[src/rtl/seq_multiplier.sv]
// rtl/seq_multiplier.sv - sequential shift-and-add multiplier, signed/unsigned, start/busy/done
// One partial product per clock on operand magnitudes; sign is applied when the result is stored.
module seq_multiplier #(
  parameter int WIDTH = 8
) (
  input  logic                 clk,
  input  logic                 rst,
  input  logic                 start,
  input  logic                 signed_mode,
  input  logic [WIDTH-1:0]     a,
  input  logic [WIDTH-1:0]     b,
  output logic                 busy,
  output logic                 done,
  output logic [2*WIDTH-1:0]   product
);

  localparam int CW = $clog2(WIDTH + 1);
  localparam logic [CW-1:0] LAST = CW'(WIDTH - 1);

  typedef enum logic {IDLE, RUN} state_t;

  state_t               state;
  logic [2*WIDTH-1:0]   mcand;
  logic [2*WIDTH-1:0]   acc;
  logic [WIDTH-1:0]     mplier;
  logic [CW-1:0]        cnt;
  logic                 neg;

  logic [WIDTH-1:0]     mag_a;
  logic [WIDTH-1:0]     mag_b;
  logic [2*WIDTH-1:0]   acc_next;

  // Magnitudes as WIDTH-bit unsigned, so the most negative value maps to 2^(WIDTH-1).
  always_comb begin
    mag_a    = (signed_mode && a[WIDTH-1]) ? -a : a;
    mag_b    = (signed_mode && b[WIDTH-1]) ? -b : b;
    acc_next = mplier[0] ? (acc + mcand) : acc;
  end

  always_ff @(posedge clk) begin
    if (rst) begin
      state   <= IDLE;
      mcand   <= '0;
      acc     <= '0;
      mplier  <= '0;
      cnt     <= '0;
      neg     <= 1'b0;
      busy    <= 1'b0;
      done    <= 1'b0;
      product <= '0;
    end else begin
      done <= 1'b0;
      case (state)
        IDLE: begin
          if (start) begin
            mcand  <= {{WIDTH{1'b0}}, mag_a};
            mplier <= mag_b;
            acc    <= '0;
            cnt    <= '0;
            neg    <= signed_mode & (a[WIDTH-1] ^ b[WIDTH-1]);
            busy   <= 1'b1;
            state  <= RUN;
          end
        end
        RUN: begin
          acc    <= acc_next;
          mcand  <= mcand << 1;
          mplier <= mplier >> 1;
          cnt    <= cnt + CW'(1);
          if (cnt == LAST) begin
            product <= neg ? -acc_next : acc_next;
            done    <= 1'b1;
            busy    <= 1'b0;
            state   <= IDLE;
          end
        end
        default: state <= IDLE;
      endcase
    end
  end

endmodule

[config.mk]
export PLATFORM = sky130hd
export DESIGN_NAME = seq_multiplier
export DESIGN_NICKNAME = d
export VERILOG_FILES = /design/src/rtl/seq_multiplier.sv
export SDC_FILE = /design/constraint.sdc
export NUM_CORES = 1
export LEC_CHECK = 0
export BUFFER_PORTS_ARGS = -buffer_cell sky130_fd_sc_hd__buf_2
export CORE_MARGIN = 2
export CORE_UTILIZATION = 50
export CTS_CLUSTER_DIAMETER = 50
export DETAILED_ROUTE_END_ITERATION = 16
export PLACE_DENSITY = 0.69
export SETUP_SLACK_MARGIN = 0.3
export SYNTH_ARGS = -nofsm -noshare
export SYNTH_HDL_FRONTEND = slang
export SYNTH_SLANG_ARGS = --single-unit
[constraint.sdc]
create_clock -name clk -period 5.4 [get_ports clk]
set_input_delay 1.08 -clock clk [delete_from_list [all_inputs] [get_ports clk]]
set_output_delay 1.08 -clock clk [all_outputs]
set_load 0.01 [all_outputs]
# After elaboration in Yosys (flattened, before gate mapping)
# Index checks and enable logic that the tools add are counted.
word_totals:
  register_bits: 64
  input_bits: 20
  output_inout_bits: 18
classes:
  n_addsub: 5
  eq_ne: 3
  mux: 19
  bitwise_logic: 3
  reduce_logical: 6
op_table:
  columns: ["operator", "n"]
  rows:
  - ["2-to-1 mux 16 bit", 4]
  - ["one-hot mux 16 bit (2 select lines)", 2]
  - ["2-to-1 mux 8 bit", 3]
  - ["adder 16 bit", 1]
  - ["negator 16 bit", 1]
  - ["negator 8 bit", 2]
  - ["one-hot mux 8 bit (2 select lines)", 1]
  - ["one-hot mux 4 bit (2 select lines)", 1]
  - ["AND reduction 2 bit", 3]
  - ["2-to-1 mux 1 bit", 5]
  - ["adder 4 x 1 -> 4 bit, second input constant", 1]
  - ["equality test 4 x 3 -> 1 bit, second input constant", 1]
  - ["2-to-1 mux 4 bit", 1]
  - ["one-hot mux 1 bit (2 select lines)", 2]
  - ["logical AND 1 bit", 2]
  - ["!= test 2 x 1 -> 1 bit, second input constant", 1]
  - ["!= test 2 bit, second input constant", 1]
  - ["OR reduction 2 bit", 1]
  - ["bitwise AND 1 bit", 1]
  - ["inverter 1 bit", 1]
  - ["XOR 1 bit", 1]

# Longest topological paths before layout
depth:
  depth_word: 4
  ltp_mapped: 11
  mapped_depth_nobuf: 11

# Worst setup path before layout
# OpenSTA, ideal clock, no wires.
synth_timing:
  path_kind: "register -> register"
  from: "reg mcand[0]"
  to: "reg product[15]"
  setup_ps: 122
  arrival_ps: 2978
  required_time_ps: 5278
  setup_slack_ps: 2300
  path_stages_with_launch: 11
  synth_period_minus_slack_ps: 3100
  cell_sequence: "dfxtp_1 > ha_1 > fa_1 > a211o_1 > a211o_1 > nand3_1 > nand3_2 > or4b_4 > nor3_2 > mux2_1 > a311o_1"
synth_via:
  elab_chain_len: 4
synth_lines:
  columns: ["item", "line_no", "source"]
  rows:
  - ["from (decl)", "23", "logic [2*WIDTH-1:0] mcand;"]
  - ["from (signal assigned)", "56", "mcand <= {{WIDTH{1'b0}}, mag_a};"]
  - ["from (signal assigned)", "67", "mcand <= mcand << 1;"]
  - ["adder 16 bit *", "37", "acc_next = mplier[0] ? (acc + mcand) : acc;"]
  - ["2-to-1 mux 16 bit *", "37", null]
  - ["negator 16 bit", "71", "product <= neg ? -acc_next : acc_next;"]
  - ["2-to-1 mux 16 bit *", "71", null]
  - ["to (signal assigned)", "71", null]
  - ["to (decl)", "14", "output logic [2*WIDTH-1:0] product"]
# Every way passes the cells marked *; elsewhere a longest branch is shown, timed or not.
# A chain may end at the register's enable or synchronous reset.

# Worst setup path in the final report
# Ends and elaborated chain as after synthesis.

==> results.txt <==
----------------------------------------------------
[Routing]
  WL per Instance ... 15.0 µm
  Total wire length after detailed routing ... 9.91 mm
  Met2 WL post-DR ... 4.36 mm
  Vias per std cell ... 5.88
  Wire length on met3 ... 481 µm
  Met1 WL ... 4.88 mm
  DRC Markers ... 0
  Iteration count of the initial detailed-routing pass ... 5
  ANT nets after route ... 0
  1st-iter DRT viols ... 255
  Count of vias placed by the detailed router ... 3,873
  Uppermost layer routed ... met4

[Place]
  Count of buffers inserted at the top-level ports ... 37
  Post-DP HPWL ... 6.91 mm
  Placed cell count ... 643
  GP Congestion ... 0.909
  Worst setup slack before clock tree synthesis ... 2.07 ns

[Setup path]
  Setup crit start kind ... flop
  Crit Reg-Reg Endpoint ... product[15]
  Worst-path maximum fanout ... 6
  Critical setup path kind ... flop to flop
  Critical Path End Type ... flop
  FF-to-FF Start ... mcand[0]
  Reg2reg path depth ... 10
  Critical path required time ... 5.64 ns
  Data arrival, critical path ... 3.62 ns
  Worst R2R Setup Slack ... 2.02 ns

[Synth]
  Total standard cell area after synthesis ... 4070 µm²
  Synth Instances ... 532
  Synthesized Nets ... 572
  Unique masters post-synth ... 65
  Yosys warning total ... 0
  Primary flip-flop cell chosen by synthesis mapping ... sky130_fd_sc_hd__dfxtp_1
  #FFs+latches synth ... 64
  Avg Cell Area, Syn ... 7.66 µm²
  Synth async-reset ratio ... 0
  EDFF count, synth ... 0
  Register area share after synthesis ... 0.314

[Finish]
  Final cell utilization of the core ... 0.583
  Layout net count ... 592
  Total area of multi-input combinational cells ... 2630 µm²
  Most common library cell in the layout ignoring fill and taps ... sky130_fd_sc_hd__nor2_1
  Number of fillers in the final layout ... 742
  Commonest non-fill, non-tap cells in the layout ... sky130_fd_sc_hd__nor2_1, sky130_fd_sc_hd__a21oi_1, sky130_fd_sc_hd__dfxtp_1
  Flip-flop and latch area ... 1280 µm²
  Fraction of layout cells with a size suffix above 1 ... 0.126
  Area growth from synthesis to layout ... 11.7%
  Count of non-filler cells in the finished layout ... 659
  Diodes inserted ... 0

[Hold path]
  Hold Crit Class ... flop to flop
  Worst Min Path Start ... product[4]
  Endpoint, Worst Hold ... product[4]
  WHS Path Cells ... 2

[Die]
  Core region area ... 7810 µm²
  Number of ports placed on the die boundary ... 38
  Die outline height ... 94.3 µm
  FP Rows ... 32
  Die width ... 94.3 µm
  Area of the die ... 8890 µm²
  Initial core utilization ... 0.522

[Clocking]
  CTS H-Tree Depth ... 3
  Sinks on Clock Net ... 64
  Clk root buf ... sky130_fd_sc_hd__clkbuf_8
  Skew-Pair Late Insertion Delay ... 0.35 ns
  Post-CTS Hold Fix Bufs ... 0
  TritonCTS clock tree ... yes
  Post-CTS setup repair buffer count ... 0
  Worst-case clock buffer depth ... 2
  Clock transition at path regs ... 0.08 ns
  Cts bufs inserted ... 9
  Resized cells post-CTS ... 0

[STA]
  Pin slew with the least headroom to its limit ... 1.01 ns
  Count of final hold-check violations ... 0
  Setup-failing EPs final ... 0
  Final Cycle Share ... 0.626
  Max-slew violation total from the final report ... 0
  Total Negative Setup Slacks ... 0 ns
  Max Clock Skew ... 0.00967 ns
  Setup repair after global routing missed its margin ... false
  F_max ... 0.296 GHz
  Final setup margin ... 2.02 ns
  Remaining max-slew budget at the tightest pin ... 0.325
  Min cycle time layout ... 3.38 ns

[Power and ir drop]
  Cell Pwr Density ... 254 nW/µm²
  Total power after layout ... 1.16 mW
  Static leakage ... 1.94 nW
  Worst vdd rail ir drop ... 0.191 mV

[Global routing]
  Maximum number of pins on one net before global-route repair ... 65
  GRT Residual Overflow ... 0
  All-layer global routing usage ... 0.237
  Vias in the first global route ... 3,498
  Number of antenna violations at the first check in global routing ... 0
  Global-route wire length before repair ... 16.6 mm

[Run status]
  Run status ... complete, no violations

[Job]
  Number of max-cap violations ... 0

----------------------------------------------------
==> Yosys cell counts (5+ instances only) <==
cell,instances,area share
sky130_fd_sc_hd__nor3_1,10,0.012
sky130_fd_sc_hd__clkbuf_1,20,0.018
sky130_fd_sc_hd__a311oi_1,6,0.013
sky130_fd_sc_hd__nand2b_1,9,0.014
sky130_fd_sc_hd__or3_1,6,0.0092
sky130_fd_sc_hd__xnor2_1,19,0.041
sky130_fd_sc_hd__and3_1,21,0.032
sky130_fd_sc_hd__a21oi_1,66,0.081
sky130_fd_sc_hd__o21ai_0,18,0.022
sky130_fd_sc_hd__a211o_1,5,0.011
sky130_fd_sc_hd__a211oi_1,14,0.026
sky130_fd_sc_hd__nor2_1,79,0.073
sky130_fd_sc_hd__dfxtp_1,64,0.31
sky130_fd_sc_hd__ha_1,19,0.058
sky130_fd_sc_hd__nand2_1,48,0.044
sky130_fd_sc_hd__inv_1,9,0.0083
sky130_fd_sc_hd__a31oi_1,12,0.018
sky130_fd_sc_hd__mux2i_1,8,0.020
sky130_fd_sc_hd__nand3_1,13,0.016
sky130_fd_sc_hd__buf_1,8,0.0074
==> report_power, final <==
part / total, mW / leakage (nW) / internal (mW) / switching (mW)
Sequential: 0.502 / 0.520 / 0.484 / 0.0182
Clock: 0.527 / 0.123 / 0.322 / 0.205
Combinational: 0.128 / 1.30 / 0.0481 / 0.0799
==> state kept, by name, indices dropped and copies added (netlist names) <==
signal and count:
neg 1, cnt 4, product 16, done 1, busy 1, acc 16
state 1, mcand 16, mplier 8
==> worst max path at each step <==
stage	endpoint	slack, ns	startpoint
floorplan	product[15]	2.30	mcand[0]
global placement	product[15]	2.11	mcand[0]
detailed placement	product[15]	2.07	mcand[0]
CTS	product[15]	2.02	mcand[0]
global route	product[15]	1.83	mcand[0]
finish	product[15]	2.02	mcand[0]
==> critical path, cell delays in order (launching register included) <==
cell	delay [ns]
sky130_fd_sc_hd__dfxtp_1	0.34
sky130_fd_sc_hd__ha_1	0.24
sky130_fd_sc_hd__fa_1	0.43
sky130_fd_sc_hd__a211o_1	0.31
sky130_fd_sc_hd__a21oi_2	0.24
sky130_fd_sc_hd__o21ai_1	0.10
sky130_fd_sc_hd__xor2_1	0.18
sky130_fd_sc_hd__a2111o_1	0.52
sky130_fd_sc_hd__nor3_2	0.26
sky130_fd_sc_hd__mux2_1	0.37
sky130_fd_sc_hd__a311o_1	0.28
==> per-stage QoR <==
step | hold WS (ns) | instance area, µm²
detailed placement | 0.443 | 4300
CTS | 0.453 | 4550
global route | 0.466 | 4550
global placement | 0.435 | 4300
floorplan | 0.455 | 4070
finish | 0.452 | 4550
==> per-layer routing <==
metal,vias to the layer above,track usage
met2,116,0.365
met4,0,0.0894
met3,14,0.0465
met5,-,0
met1,1771,0.326
li1,1972,-
==> layout make-up <==
cell class                 count  area share
inverter                      11     0.00907
multi-input combinational    425       0.578
clock inverter                 6      0.0253
sequential                    64       0.282
timing repair buffer          41      0.0473
tap                          102      0.0280
clock buffer                  10      0.0302
==> cells by family after synthesis <==
group | share of synthesized area
AOI/OAI and AO/OA | 0.247
xor gates and xnor gates | 0.0494
adders and majority gates | 0.0633
buffers and inverters | 0.0408
DFF | 0.314
muxes | 0.0307
and+or+nand+nor | 0.254
Note: power is estimated with default switching activity, not from simulation.
